### config.mk
export PLATFORM = sky130hd
export DESIGN_NAME = spi_minion_multichan_adapter
export DESIGN_NICKNAME = d
export VERILOG_FILES = /design/src/rtl/spi_minion_mc_pkg.sv /design/src/rtl/spi_minion_mc_fifo.sv /design/src/rtl/spi_minion_multichan_adapter.sv
export SDC_FILE = /design/constraint.sdc
export NUM_CORES = 1
export LEC_CHECK = 0
export CORE_ASPECT_RATIO = 2
export CORE_MARGIN = 2
export CORE_UTILIZATION = 36
export DETAILED_ROUTE_END_ITERATION = 6
export SLEW_MARGIN = 15
export SYNTH_ARGS = -nofsm -noshare
export SYNTH_HDL_FRONTEND = slang
export SYNTH_SLANG_ARGS = --single-unit
### constraint.sdc
create_clock -name clk -period 3.2 [get_ports clk]
set_clock_uncertainty 0.05 [all_clocks]
set_input_delay 0.32 -clock clk [delete_from_list [all_inputs] [get_ports clk]]
set_output_delay 0.32 -clock clk [all_outputs]
set_load 0.05 [all_outputs]
### src/rtl/spi_minion_mc_pkg.sv
// Shared definitions for the multi-channel SPI minion adapter.
//   state_e    : minion FSM states
//   calc_abits : channel-address width for a given channel count
//   FLD_*      : frame field positions, counted down from the frame MSB
package spi_minion_mc_pkg;

  typedef enum logic {
    IDLE  = 1'b0,
    SHIFT = 1'b1
  } state_e;

  // Smallest r with 2**r >= n.
  function automatic int calc_abits(input int n);
    int r;
    r = 0;
    for (int i = 0; i < 31; i++)
      if ((1 << i) < n) r = i + 1;
    return r;
  endfunction

  // Field bit index = nbits - FLD_x (val_wrt/val on top, then val_rd/spc,
  // then the address MSB).
  localparam int FLD_VAL_WRT = 1;
  localparam int FLD_VAL_RD  = 2;
  localparam int FLD_ADDR    = 3;

endpackage

### src/rtl/spi_minion_mc_fifo.sv
// Registered synchronous FIFO with val/rdy on both sides, no bypass.
//   enq_val/enq_msg : write side; accepted when not full, or when full
//                     and a dequeue happens in the same cycle
//   full            : occupancy == num_entries
//   deq_val/deq_rdy/deq_msg : read side, deq_msg is the head entry
module spi_minion_mc_fifo #(
  parameter int dbits       = 4,
  parameter int num_entries = 2
) (
  input  logic             clk,
  input  logic             reset,
  input  logic             enq_val,
  input  logic [dbits-1:0] enq_msg,
  output logic             full,
  output logic             deq_val,
  input  logic             deq_rdy,
  output logic [dbits-1:0] deq_msg
);

  localparam int PW = (num_entries > 1) ? $clog2(num_entries) : 1;
  localparam int CW = $clog2(num_entries + 1);

  logic [num_entries-1:0][dbits-1:0] mem;
  logic [PW-1:0] wr_ptr, rd_ptr;
  logic [CW-1:0] count;
  logic          enq_fire, deq_fire;

  function automatic logic [PW-1:0] ptr_inc(input logic [PW-1:0] p);
    return (p == PW'(num_entries - 1)) ? '0 : p + 1'b1;
  endfunction

  assign full     = (count == CW'(num_entries));
  assign deq_val  = (count != '0);
  assign deq_msg  = mem[rd_ptr];
  assign deq_fire = deq_val & deq_rdy;
  assign enq_fire = enq_val & (~full | deq_fire);

  always_ff @(posedge clk or negedge reset) begin
    if (!reset) begin
      mem    <= '0;
      wr_ptr <= '0;
      rd_ptr <= '0;
      count  <= '0;
    end else begin
      if (enq_fire) begin
        mem[wr_ptr] <= enq_msg;
        wr_ptr      <= ptr_inc(wr_ptr);
      end
      if (deq_fire) rd_ptr <= ptr_inc(rd_ptr);
      case ({enq_fire, deq_fire})
        2'b10:   count <= count + CW'(1);
        2'b01:   count <= count - CW'(1);
        default: count <= count;
      endcase
    end
  end

endmodule

### src/rtl/spi_minion_multichan_adapter.sv
// SPI (mode 0) minion that routes each frame to one of nchan val/rdy
// channel pairs selected by an address field in the frame.
//   clk, reset (async, active low)
//   cs, sclk, mosi, miso        : SPI pins (cs active low)
//   recv_msg/val/rdy            : per-channel data into the read FIFOs
//   send_msg/val/rdy            : per-channel data out of the write FIFOs
//   wr_drop                     : pulse when a write hits a full/absent FIFO
//   minion_parity               : XOR of data of the last accepted frame
//   adapter_parity              : XOR of data of the last loaded outbound frame
module spi_minion_multichan_adapter
  import spi_minion_mc_pkg::*;
#(
  parameter int  nbits       = 8,
  parameter int  nchan       = 4,
  parameter int  num_entries = 2,
  localparam int abits       = calc_abits(nchan),
  localparam int dbits       = nbits - 2 - abits
) (
  input  logic                   clk,
  input  logic                   reset,
  input  logic                   cs,
  input  logic                   sclk,
  input  logic                   mosi,
  output logic                   miso,
  input  logic [nchan*dbits-1:0] recv_msg,
  input  logic [nchan-1:0]       recv_val,
  output logic [nchan-1:0]       recv_rdy,
  output logic [nchan*dbits-1:0] send_msg,
  output logic [nchan-1:0]       send_val,
  input  logic [nchan-1:0]       send_rdy,
  output logic                   wr_drop,
  output logic                   minion_parity,
  output logic                   adapter_parity
);

  localparam int NSEL = 1 << abits;           // address space incl. unused codes
  localparam int CW   = $clog2(nbits + 2);

  // ---------------- pin synchronisers + edge detect ----------------
  logic cs_s1, cs_s2, cs_q, sclk_s1, sclk_s2, sclk_q, mosi_s1, mosi_s2;
  logic cs_fall, cs_rise, sclk_rise, sclk_fall;

  always_ff @(posedge clk or negedge reset) begin
    if (!reset) begin
      {cs_s1, cs_s2, cs_q}       <= 3'b111;
      {sclk_s1, sclk_s2, sclk_q} <= 3'b111;
      {mosi_s1, mosi_s2}         <= 2'b00;
    end else begin
      {cs_s1, cs_s2, cs_q}       <= {cs, cs_s1, cs_s2};
      {sclk_s1, sclk_s2, sclk_q} <= {sclk, sclk_s1, sclk_s2};
      {mosi_s1, mosi_s2}         <= {mosi, mosi_s1};
    end
  end

  assign cs_fall   =  cs_q   & ~cs_s2;
  assign cs_rise   = ~cs_q   &  cs_s2;
  assign sclk_rise = ~sclk_q &  sclk_s2;
  assign sclk_fall =  sclk_q & ~sclk_s2;

  // ---------------- FSM ----------------
  state_e          state, state_nxt;
  logic            do_pull, do_push;
  logic [CW-1:0]   cnt;

  always_ff @(posedge clk or negedge reset) begin
    if (!reset) state <= IDLE;
    else        state <= state_nxt;
  end

  always_comb begin
    state_nxt = state;
    case (state)
      IDLE:    if (cs_fall) state_nxt = SHIFT;
      SHIFT:   if (cs_rise) state_nxt = IDLE;
      default: state_nxt = IDLE;
    endcase
  end

  // A frame is only acted on if exactly nbits bits were clocked in.
  always_comb begin
    do_pull = 1'b0;
    do_push = 1'b0;
    case (state)
      IDLE:    do_pull = cs_fall;
      SHIFT:   do_push = cs_rise & (cnt == CW'(nbits));
      default: ;
    endcase
  end

  // ---------------- frame fields ----------------
  logic [nbits-1:0] shreg;
  logic             in_val_wrt, in_val_rd;
  logic [abits-1:0] in_addr;
  logic [dbits-1:0] in_data;

  assign in_val_wrt = shreg[nbits-FLD_VAL_WRT];
  assign in_val_rd  = shreg[nbits-FLD_VAL_RD];
  assign in_addr    = shreg[nbits-FLD_ADDR -: abits];
  assign in_data    = shreg[dbits-1:0];

  // ---------------- channel FIFOs ----------------
  // Arrays span the whole address space; unused codes look like a full,
  // empty channel so out-of-range writes drop and reads return val=0.
  logic [NSEL-1:0]            rf_val_x, wf_full_x, rf_deq;
  logic [NSEL-1:0][dbits-1:0] rf_msg_x;
  logic                       rd_pend, pull_hit;
  logic [abits-1:0]           rd_sel;

  for (genvar j = 0; j < NSEL; j++) begin : g_sel
    if (j < nchan) begin : g_ch
      logic rf_full;

      assign rf_deq[j]   = do_pull & pull_hit & (rd_sel == abits'(j));
      assign recv_rdy[j] = ~rf_full;

      spi_minion_mc_fifo #(.dbits(dbits), .num_entries(num_entries)) u_rd_fifo (
        .clk     (clk),
        .reset   (reset),
        .enq_val (recv_val[j] & ~rf_full),
        .enq_msg (recv_msg[j*dbits +: dbits]),
        .full    (rf_full),
        .deq_val (rf_val_x[j]),
        .deq_rdy (rf_deq[j]),
        .deq_msg (rf_msg_x[j])
      );

      spi_minion_mc_fifo #(.dbits(dbits), .num_entries(num_entries)) u_wr_fifo (
        .clk     (clk),
        .reset   (reset),
        .enq_val (do_push & in_val_wrt & (in_addr == abits'(j)) & ~wf_full_x[j]),
        .enq_msg (in_data),
        .full    (wf_full_x[j]),
        .deq_val (send_val[j]),
        .deq_rdy (send_rdy[j]),
        .deq_msg (send_msg[j*dbits +: dbits])
      );
    end else begin : g_pad
      assign rf_deq[j]    = 1'b0;
      assign rf_val_x[j]  = 1'b0;
      assign rf_msg_x[j]  = '0;
      assign wf_full_x[j] = 1'b1;
    end
  end

  // ---------------- outbound frame ----------------
  logic [nbits-1:0] pull_frame;

  assign pull_hit   = rd_pend & rf_val_x[rd_sel];
  assign pull_frame = {pull_hit, ~wf_full_x[rd_sel], rd_sel,
                       pull_hit ? rf_msg_x[rd_sel] : {dbits{1'b0}}};

  // ---------------- datapath ----------------
  always_ff @(posedge clk or negedge reset) begin
    if (!reset) begin
      shreg          <= '0;
      cnt            <= '0;
      miso           <= 1'b0;
      rd_pend        <= 1'b0;
      rd_sel         <= '0;
      wr_drop        <= 1'b0;
      minion_parity  <= 1'b0;
      adapter_parity <= 1'b0;
    end else begin
      wr_drop <= do_push & in_val_wrt & wf_full_x[in_addr];
      if (do_pull) begin
        shreg          <= pull_frame;
        cnt            <= '0;
        miso           <= pull_frame[nbits-1];
        rd_pend        <= 1'b0;
        adapter_parity <= ^pull_frame[dbits-1:0];
      end else if (state == SHIFT) begin
        if (sclk_rise) begin
          shreg <= {shreg[nbits-2:0], mosi_s2};
          if (cnt != CW'(nbits + 1)) cnt <= cnt + CW'(1);
        end
        if (sclk_fall) miso <= shreg[nbits-1];
      end
      if (do_push) begin
        minion_parity <= ^in_data;
        if (in_val_rd) begin
          rd_pend <= 1'b1;
          rd_sel  <= in_addr;
        end
      end
    end
  end

endmodule

=== Word-level counts from Yosys, hierarchy flattened ===
Cells that the tools add are included.

* Add/subtract/negate cells: 33
* Magnitude comparators: 26
* Equal/unequal tests: 32
* Multiplexer cells: 91
* Bitwise gates (word level): 63
* Reduce and logical (&&, ||, !) cells: 36

{| class="wikitable"
|+ Operators by type and width
! operator !! count
|-
| 4-bit 2-to-1 mux || 30
|-
| 8-bit bitwise mux || 8
|-
| 1-bit AND || 41
|-
| 2-bit == test (second input constant) || 20
|-
| 2-bit nonzero test || 20
|-
| 4-bit demux with 1-bit select || 8
|-
| 1-bit by 2-bit < comparator with 1-bit output (second input constant) || 16
|-
| 2-bit one-hot mux with 2 select lines || 8
|-
| 1-bit 2-to-1 mux || 29
|-
| 8-bit 2-to-1 mux || 3
|-
| 2-bit by 1-bit == test with 1-bit output (second input constant) || 10
|-
| 1-bit adder (second input constant) || 16
|-
| 2-bit by 1-bit adder with 2-bit output (second input constant) || 8
|-
| 2-bit by 1-bit subtractor with 2-bit output (second input constant) || 8
|-
| 1-bit NOT || 14
|-
| 4-bit binary-select mux with 2-bit select || 1
|-
| 1-bit greater-or-equal comparator (second input constant) || 8
|-
| 1-bit logical AND || 8
|-
| 1-bit bitwise OR || 8
|-
| 4-bit parity || 2
|-
| 1-bit binary-select mux with 2-bit select || 3
|-
| 2-bit by 3-bit < comparator with 1-bit output (second input constant) || 2
|-
| 2-bit AND reduction || 3
|-
| 4-bit by 1-bit adder with 4-bit output (second input constant) || 1
|-
| other kinds (5) || 6
|}

* Register bits: 124
* Input port bits: 29
* Logic and storage cells: 338

=== Logic depth before layout (Yosys ltp) ===
Gate-level depths: netlist of the first run.

* Depth after elaboration: 11
* Mapped depth: 10
* Gate-level depth less buffers: 9

=== Cells and area by module ===
From an unflattened synthesis of the first run, not the netlist that was laid out.

* Cell total of the unflattened synthesis: 439
* Area total of the unflattened synthesis: 5950.7 sq um

{| class="wikitable"
|+ By module, submodules not included
! module !! instances !! cells an instance !! area an instance (sq um) !! sequential area each (sq um)
|-
| spi_minion_mc_fifo (g_sel[0].g_ch.u_rd_fifo ...) || 7 || 39 || 554.3 || 300.3
|-
| spi_minion_multichan_adapter || 1 || 120 || 1453.9 || 708.2
|-
| spi_minion_mc_fifo (g_sel[3].g_ch.u_wr_fifo) || 1 || 46 || 616.8 || 300.3
|}

=== Least setup slack after synthesis of the first run ===
Ideal clock, no wire load.

* Path type: register to register
* Start point: register cs_q
* End point: register g_sel[1].g_ch.u_rd_fifo.count[1]
* Setup time: 0.079 ns
* Data arrival time: 2.137 ns
* Data required time: 3.071 ns
* Setup slack: 0.934 ns
* Stages on the path, launching flop included: 7
* Buffers on the path: 0
* Period minus slack after synthesis: 2.266 ns
* Cell sequence: dfstp_2 > nor3b_2 > o2111ai_2 > nor4b_2 > ha_1 > nor2_1 > xor2_1

* Longest elaborated chain between the ends: 9
* Elaborated cells between the ends (all ways): 11
* Those cells by class: eq/ne: 2; mux: 2; bitwise: 6; reduce/logical: 1

{| class="wikitable"
|+ Ends and longest elaborated chain
! item !! line !! source
|-
| start: declaration || spi_minion_multichan_adapter.sv:40 || <nowiki>logic cs_s1, cs_s2, cs_q, sclk_s1, sclk_s2, sclk_q, mosi_s1, mosi_s2;</nowiki>
|-
| start signal: assignment || spi_minion_multichan_adapter.sv:49 || <nowiki>{cs_s1, cs_s2, cs_q} <= {cs, cs_s1, cs_s2};</nowiki>
|-
| 1-bit AND (*) || spi_minion_multichan_adapter.sv:55 || <nowiki>assign cs_fall = cs_q & ~cs_s2;</nowiki>
|-
| 1-bit 2-to-1 mux (*) || spi_minion_multichan_adapter.sv:83 || <nowiki>case (state)</nowiki>
|-
| 1-bit AND (*) (2 in series) || spi_minion_multichan_adapter.sv:113 || <nowiki>assign rf_deq[j] = do_pull & pull_hit & (rd_sel == abits'(j));</nowiki>
|-
| 1-bit AND (*) || spi_minion_mc_fifo.sv:35 || <nowiki>assign deq_fire = deq_val & deq_rdy;</nowiki>
|-
| net g_sel[1].g_ch.u_rd_fifo.deq_fire || spi_minion_mc_fifo.sv:26 || <nowiki>logic enq_fire, deq_fire;</nowiki>
|-
| 1-bit bitwise OR || spi_minion_mc_fifo.sv:36 || <nowiki>assign enq_fire = enq_val & (~full | deq_fire);</nowiki>
|-
| 1-bit AND || spi_minion_mc_fifo.sv:36 ||
|-
| 2-bit by 1-bit == test with 1-bit output / 2-bit == test (equally long branches) || spi_minion_mc_fifo.sv:50 || <nowiki>case ({enq_fire, deq_fire})</nowiki>
|-
| 2-bit one-hot mux with 2 select lines / 2-bit nonzero test (equally long branches) || - ||
|-
| end signal: assignment || spi_minion_mc_fifo.sv:51 || <nowiki>2'b10: count <= count + CW'(1);</nowiki>
|-
| end signal: assignment || spi_minion_mc_fifo.sv:52 || <nowiki>2'b01: count <= count - CW'(1);</nowiki>
|-
| end signal: assignment || spi_minion_mc_fifo.sv:53 || <nowiki>default: count <= count;</nowiki>
|-
| end: declaration || spi_minion_mc_fifo.sv:25 || <nowiki>logic [CW-1:0] count;</nowiki>
|}

The timed path passes the listed nets; every way through them passes the cells marked *.
A chain may end at the register's enable or synchronous reset.

=== Worst setup path after layout of the first run ===
* Start point: register rd_sel[0]
* End point: register g_sel[2].g_ch.u_rd_fifo.count[1]

* Longest elaborated chain between the ends: 10
* Elaborated cells between the ends (all ways): 13
* Those cells by class: eq/ne: 3; mux: 3; bitwise: 6; reduce/logical: 1

{| class="wikitable"
|+ Ends and longest elaborated chain
! item !! line !! source
|-
| start: declaration || spi_minion_multichan_adapter.sv:107 || <nowiki>logic [abits-1:0] rd_sel;</nowiki>
|-
| start signal: assignment || spi_minion_multichan_adapter.sv:182 || <nowiki>rd_sel <= in_addr;</nowiki>
|-
| 1-bit binary-select mux with 2-bit select || spi_minion_multichan_adapter.sv:148 || <nowiki>assign pull_hit = rd_pend & rf_val_x[rd_sel];</nowiki>
|-
| 1-bit 2-to-1 mux (not written as such) || spi_minion_multichan_adapter.sv:148 ||
|-
| 1-bit AND || spi_minion_multichan_adapter.sv:148 ||
|-
| 1-bit AND || spi_minion_multichan_adapter.sv:113 ||
|-
| 1-bit AND (*) || spi_minion_multichan_adapter.sv:113 ||
|-
| 1-bit AND (*) || spi_minion_mc_fifo.sv:35 ||
|-
| net g_sel[2].g_ch.u_rd_fifo.deq_fire || spi_minion_mc_fifo.sv:26 ||
|-
| 1-bit bitwise OR || spi_minion_mc_fifo.sv:36 ||
|-
| 1-bit AND || spi_minion_mc_fifo.sv:36 ||
|-
| 2-bit by 1-bit == test with 1-bit output / 2-bit == test (equally long branches) || spi_minion_mc_fifo.sv:50 ||
|-
| 2-bit one-hot mux with 2 select lines / 2-bit nonzero test (equally long branches) || - ||
|-
| end signal: assignment || spi_minion_mc_fifo.sv:51 ||
|-
| end signal: assignment || spi_minion_mc_fifo.sv:52 ||
|-
| end signal: assignment || spi_minion_mc_fifo.sv:53 ||
|-
| end: declaration || spi_minion_mc_fifo.sv:25 ||
|}

The timed path passes the listed nets; every way through them passes the cells marked *. The select of a mux whose other input is x is not followed.

==> summary.txt, run 1 <==
Run status
  – Outcome: finished clean

STA
  – Setup_tns: 0 ps
  – Final hold violations: 0
  – FMAX: 400.1 MHz
  – Endpoints failing setup: 0
  – Relative slew slack: 50.95%
  – Post-route clock period utilization: 78.10%
  – Final slew viol count: 0
  – Final min period: about 2500 ps
  – RSZ-0062 raised after global routing: false
  – Slew @ Worst Pin: 735.8 ps
  – Hold slack: 262.1 ps

Worst setup path
  – Critical path class: reg2reg
  – R2R Setup Slk: 700 ps
  – Max Fanout on Critical Path: 15
  – CP required: 3480 ps
  – CP Launch Type: flip-flop
  – CP arrival: 2780 ps
  – Crit path capture type: flip-flop
  – Reg2reg end: g_sel[2].g_ch.u_rd_fifo.count[1]
  – Max incr delay on CP: 670 ps
  – R2R Path Start: rd_sel[0]
  – Slowest cell on crit path: dfrtp_1
  – Worst path depth: 7
  – CP bufs+invs: 0
  – Crit path max-delay family: flip-flops
  – Worst R2R Path Depth: 7
  – Cells along the critical path: o21ai_0 > o211ai_1 > o2111ai_2 > nor4b_2 > ha_1 > nor2_1 > xor2_1

Layout
  – Final net count: 528
  – Final core utilization: 45.40%
  – ANT cells: 0
  – Commonest non-fill, non-tap cell in the layout: dfrtp_1
  – Area delta synth->final: 23.80%
  – Share of cells above drive strength 1: 26.35%
  – Commonest cells after routing, fill and taps aside: dfrtp_1 (118), mux2_2 (70), clkdlybuf4s50_1 (55)

Pwr
  – Sequential power share: 39.5%
  – Leakage: 3.135 nW
  – Largest vdd supply drop: 0.4749 mV
  – Int Pwr: 0.004099 W
  – Switching power: 0.001871 W
  – Combinational share of power: 26.5%
  – PD cells: 837.8 nW/um2
  – Post-layout power: around 0.006 W
  – Switching share of power: between 30% and 40%
  – Clk pwr share: between 30 and 40%

Job
  – Max-cap violations: 0

Yosys
  – Number of enable flip-flop cells after synthesis: 0
  – Mapped Nets: 472
  – Synthesized cell area: between 5000 and 6000 um2
  – Synth async-reset ratio: 100.0%
  – Avg Synthesized Cell Area: 13.33 um2
  – Post-synth cell types: 44
  – Syn Inst Count: 432
  – Main synth FF type: dfrtp_1
  – Yosys reg bits: 124
  – Yosys warns: 0
  – Seq/Total Area, Yosys: 54.03%

Global route
  – First-pass GRT wire length: 19600 um
  – Initial antenna violation count: 0
  – Vias in the first global route: 3882
  – Largest net degree at the start of global routing: 70
  – GRT Resource Usage Total: 15.10%
  – GRT overflow: 0

Worst hold path
  – WHS Endpoint: sclk_s1
  – Worst hold path startpoint: sclk
  – Cell count of the worst hold path: 1
  – Worst hold-check path type: in2reg

Clock network
  – Root Buffer: clkbuf_16
  – CTS H-tree depth: 4
  – Clk sinks: 124
  – Count of hold-fix buffers inserted at cts: 1
  – Worst skew pair latency: 410 ps
  – Worst-case clock buffer depth: 2
  – CTS clk-pin slew, worst paths: 60 ps
  – Post-CTS sizing: 0
  – Postcts setup bufs: 0
  – CTS Buf Count: 17
  – CTS tree: built

Route
  – DRC: 0
  – Antenna-violating nets left: 0
  – DR pass1 iterations: 4
  – Wirelength, routed: roughly 12000 um
  – DR iter-0 viols: 133
  – Routed len/inst: 16.83 um
  – Vias per cell: 4.900
  – Vias: 3440

Placed design
  – Dpl hpwl: 8591 um
  – RePlAce Congestion: 0.7822
  – # port buffers: 56

Floorplan
  – Die width: 93.42 um
  – Die H: 182.8 um
  – Initial core utilization: 36.68%
  – Cell Rows: 65
  – I/O Pins: 57
  – Die area: 17080 um2
  – CORE AREA: 15700 um2
## registers in the layout, indices dropped and copies added (netlist names), 2 cells and up
signal / count
g_sel.g_ch.u_wr_fifo.mem: 32
g_sel.g_ch.u_rd_fifo.wr_ptr: 4
g_sel.g_ch.u_rd_fifo.rd_ptr: 4
cnt: 4
g_sel.g_ch.u_rd_fifo.mem: 32
shreg: 8
g_sel.g_ch.u_rd_fifo.count: 8
g_sel.g_ch.u_wr_fifo.wr_ptr: 4
rd_sel: 2
g_sel.g_ch.u_wr_fifo.rd_ptr: 4
g_sel.g_ch.u_wr_fifo.count: 8
## logic make-up after synthesis
family	Yosys count	share of synthesized area, %
DFF	124	54.03
xor gates and xnor gates	48	7.303
muxes	111	22.65
adders and majority gates	12	2.565
AOI/OAI and AO/OA	20	2.456
buffers and inverters	32	2.412
and+or+nand+nor	85	8.585
## synth_stat cells, drive strengths merged (7+ instances only)
cell type  count  share of area (%)
dfrtp        118                 51
mux2          82                 16
xnor2         32                4.9
nor2          26                1.7
mux2i         23                4.0
xor2          16                2.4
clkbuf        14               0.91
nand2         13               0.85
ha            11                2.4
inv           10               0.65
nand2b         9               0.98
buf            8               0.85
or2            7               0.76
## metrics by stage
| step | worst slack (ps) | cell area [um2] | instances |
|---|---|---|---|
| after floorplan | 933.5 | 5757 | 432 |
| after global routing | 498.8 | 7127 | 702 |
| final | 700.8 | 7127 | 702 |
| after CTS | 682.0 | 7127 | 702 |
| after detailed placement | 671.4 | 6492 | 669 |
| after global placement | 788.4 | 6492 | 669 |
## power groups by stage
| stage | Combinational, W | Sequential (W) | Clock (W) |
|---|---|---|---|
| global placement | 0.00156 | 0.00236 | 0 |
| global route | 0.00173 | 0.00242 | 0.00215 |
| CTS | 0.00162 | 0.00236 | 0.00207 |
| finish | 0.00158 | 0.00236 | 0.00203 |
| detailed placement | 0.00160 | 0.00238 | 0 |
| floorplan | 0.00125 | 0.00227 | 0 |
## layout make-up
type                    count  area, um2
clock buffers              18      429.2
clock inverters            14      195.2
fillers                  1425       8569
inverters                  10      37.54
multi-input cells         276       2507
flip-flops and latches    124       3110
well taps                 201      251.5
repair buffers             59      595.6
## worst register-to-register path, stage by stage, from the launching register on
cell and delay (ps):
dfrtp_1 670, o21ai_0 180, o211ai_1 170, o2111ai_2 310, nor4b_2 430, ha_1 320
nor2_1 140, xor2_1 150
## how the worst max path moves through the flow
stage | end | from | slack (ps)
6_report | g_sel[2].g_ch.u_rd_fifo.count[1] | rd_sel[0] | 700
4_1_cts | g_sel[2].g_ch.u_rd_fifo.count[1] | rd_sel[0] | 680
3_5_place_dp | g_sel[2].g_ch.u_rd_fifo.count[1] | rd_sel[0] | 670
3_3_place_gp | g_sel[2].g_ch.u_rd_fifo.count[1] | rd_sel[0] | 790
5_1_grt | g_sel[2].g_ch.u_rd_fifo.count[1] | rd_sel[0] | 500
2_1_floorplan | g_sel[1].g_ch.u_rd_fifo.count[1] | cs_q | 930
## per-layer routing
| layer | GRT usage [%] | up-vias | wire (um) |
|---|---|---|---|
| met5 | 0 | - | 0 |
| met2 | 28.46 | 56 | 6819 |
| met1 | 15.34 | 1751 | 4323 |
| li1 | - | 1612 | - |
| met4 | 7.353 | 0 | 354 |
| met3 | 3.081 | 21 | 317 |
Power figures use the tool's default switching activity.
==> run 2, diff against run 1 <==
==> constraint.sdc (replaced) <==
create_clock -name clk -period 2.32 [get_ports clk]
set_clock_uncertainty 0.05 [all_clocks]
set_input_delay 0.232 -clock clk [delete_from_list [all_inputs] [get_ports clk]]
set_output_delay 0.232 -clock clk [all_outputs]
set_load 0.05 [all_outputs]
==> run 2 against run 1 <==
Combinational power rose by 41%. Sequential power rose by 37%. Routed wire length rose by 0.91%. Global-route usage barely moved. Critical path type is now reg2out. Worst hold slack got worse by 70 ps. Largest power group unchanged. Critical endpoint is now send_msg[2]. Largest cell class unchanged. Total power rose by 37%.
==> summary.txt, run 2 (synthesized netlist as in run 1, its figures left out) <==
STA
  – Final slew viol count: 0
  – Slew @ Worst Pin: 593.7 ps
  – Relative slew slack: 60.42%
  – Setup_tns: 0 ps
  – Final min period: 2260 ps
  – FMAX: 442.6 MHz
  – Post-route clock period utilization: 97.40%
  – Final hold violations: 0
  – RSZ-0062 raised after global routing: true
  – Endpoints failing setup: 0

Route
  – Wirelength, routed: 11920 um
  – DRC: 0
  – Vias: 3495
  – Vias per cell: approximately 5
  – Antenna-violating nets left: 0
  – DR iter-0 viols: a little over 100
  – Routed len/inst: 16.72 um
  – DR pass1 iterations: 4

Global route
  – GR peak layer: met2
  – Grt met3 use: 3.081%
  – GRT Resource Usage Total: 15.12%
  – M1 GR Usage: approximately 15%
  – GRT overflow: 0
  – Largest net degree at the start of global routing: 46
  – Global Route met2 Usage: a little under 30%
  – Initial antenna violation count: 0
  – First-pass GRT wire length: slightly below 20000 um
  – Vias in the first global route: 3921

Placed design
  – Dpl hpwl: ~9000 um
  – RePlAce Congestion: between 0.7 and 0.8
  – # port buffers: 56
  – Placed insts: 679

Clock network
  – Worst-case clock buffer depth: 2
  – Clk sinks: 124
  – CTS clk-pin slew, worst paths: approximately 50 ps
  – CTS Buf Count: 17
  – Root Buffer: clkbuf_16
  – CTS H-tree depth: 4
  – Worst skew pair latency: approximately 400 ps
  – CTS tree: built

Pwr
  – PD cells: between 1000 and 1500 nW/um2
  – Largest vdd supply drop: about 0.63 mV
  – Leakage: 3.185 nW

Layout
  – Fillers: 1425
  – Commonest non-fill, non-tap cell in the layout: dfrtp_1
  – ANT cells: 0
  – Top Registers: g_sel.g_ch.u_rd_fifo.mem x32, g_sel.g_ch.u_wr_fifo.mem x32
  – Final core utilization: 45.99%
  – Area occupied by registers: between 3000 and 4000 um2
  – Commonest cells after routing, fill and taps aside: dfrtp_1 (117), mux2_2 (70), clkdlybuf4s50_1 (55)
  – Final net count: 539
  – Area delta synth->final: 25.39%
  – Multi-input combinational cell area: around 2500 um2
  – Share of cells above drive strength 1: about 29%
  – Fin cells: a little over 700

Floorplan
  – Die area: about 17000 um2
  – Die width: between 90 and 100 um
  – Die H: about 180 um
  – I/O Pins: 57
  – CORE AREA: 15700 um2
  – Cell Rows: 65
  – Initial core utilization: between 30% and 40%

Worst setup path
  – Crit path capture type: output port
  – Crit path max-delay family: buffers and inverters
  – CP arrival: about 2000 ps
  – CP Launch Type: flip-flop
  – Slowest cell on crit path: clkdlybuf4s50_1
  – CP required: 2040 ps
  – CP bufs+invs: 1
  – Cells along the critical path: mux2_2 > clkdlybuf4s50_1
  – Reg2reg end: g_sel[0].g_ch.u_wr_fifo.count[1]
  – Max incr delay on CP: slightly above 700 ps
  – R2R Path Start: cs_s2
  – Max Fanout on Critical Path: 5
  – R2R Setup Slk: 110 ps
  – Worst R2R Path Depth: 7
  – Critical path class: reg2out

Worst hold path
  – Cell count of the worst hold path: 1
  – Worst hold-check path type: in2reg
  – Worst hold path startpoint: sclk
  – WHS Endpoint: sclk_s1

Run status
  – Outcome: finished clean

Job
  – Max-cap violations: 0
## run 2: area by class of cell
type / count / area share [%]
Sequential cell: 124 / 43.11
Multi-Input combinational cell: 276 / 34.89
Timing Repair Buffer: 70 / 9.568
Clock buffer: 18 / 6.084
Tap cell: 201 / 3.484
Clock inverter: 14 / 2.340
Inverter: 10 / 0.5200
## run 2: worst max-delay path by stage
stage                                         from                                to  slack, ps  cells past startpoint
finish              g_sel[0].g_ch.u_wr_fifo.rd_ptr                       send_msg[2]         60                      2
global route                                 cs_s2  g_sel[0].g_ch.u_wr_fifo.count[1]         -6                      7
CTS                 g_sel[0].g_ch.u_wr_fifo.rd_ptr                       send_msg[2]         20                      2
detailed placement                       rd_sel[0]  g_sel[1].g_ch.u_rd_fifo.count[1]         60                      7
global placement                         rd_sel[0]  g_sel[1].g_ch.u_rd_fifo.count[1]        100                      7
floorplan                                     cs_q  g_sel[1].g_ch.u_rd_fifo.count[1]         50                      6
## run 2: power breakdown
part	switching, W	total, W	leakage [nW]	internal [W]
Clock	0.000980	0.00270	0.296	0.00172
Combinational	0.00109	0.00222	1.32	0.00113
Sequential	0.000501	0.00324	1.57	0.00274
Total	0.00257	0.00816	3.18	0.00559
## run 2: layer usage
metal  vias up  share of wire (%)
met5         -                  0
met4         0                3.2
met3        20                2.7
met2        52                 59
met1      1781                 35
li1       1642                  -
## run 2: worst register-to-register path, cell delays in order (launching register included)
cell and delay, ps:
dfstp_2 560, nand4b_1 160, nor3b_4 320, nor2b_2 210, nand4b_1 170, ha_1 350, nor2_1 140, xor2_1 170
## run 2: what timing repair did
action,4_1_cts,5_1_grt
resized for setup,0,3
setup endpoints to repair,0,4
setup buffers,0,1
hold buffers,1,0
hold endpoints to repair,39,0
## run 2: metrics by stage
| step | setup WS (ps) | hold slack, ps | instance area, um2 | total power [W] |
|---|---|---|---|---|
| after global routing | -5.779 | 189.8 | 7218 | 0.008589 |
| after CTS | 19.40 | 179.3 | 7198 | 0.008275 |
| after floorplan | 53.52 | -113.6 | 5757 | 0.004844 |
| after global placement | 99.44 | 218.1 | 6580 | 0.005420 |
| final | 60.43 | 191.7 | 7218 | 0.008164 |
| after detailed placement | 60.83 | 225.6 | 6580 | 0.005539 |
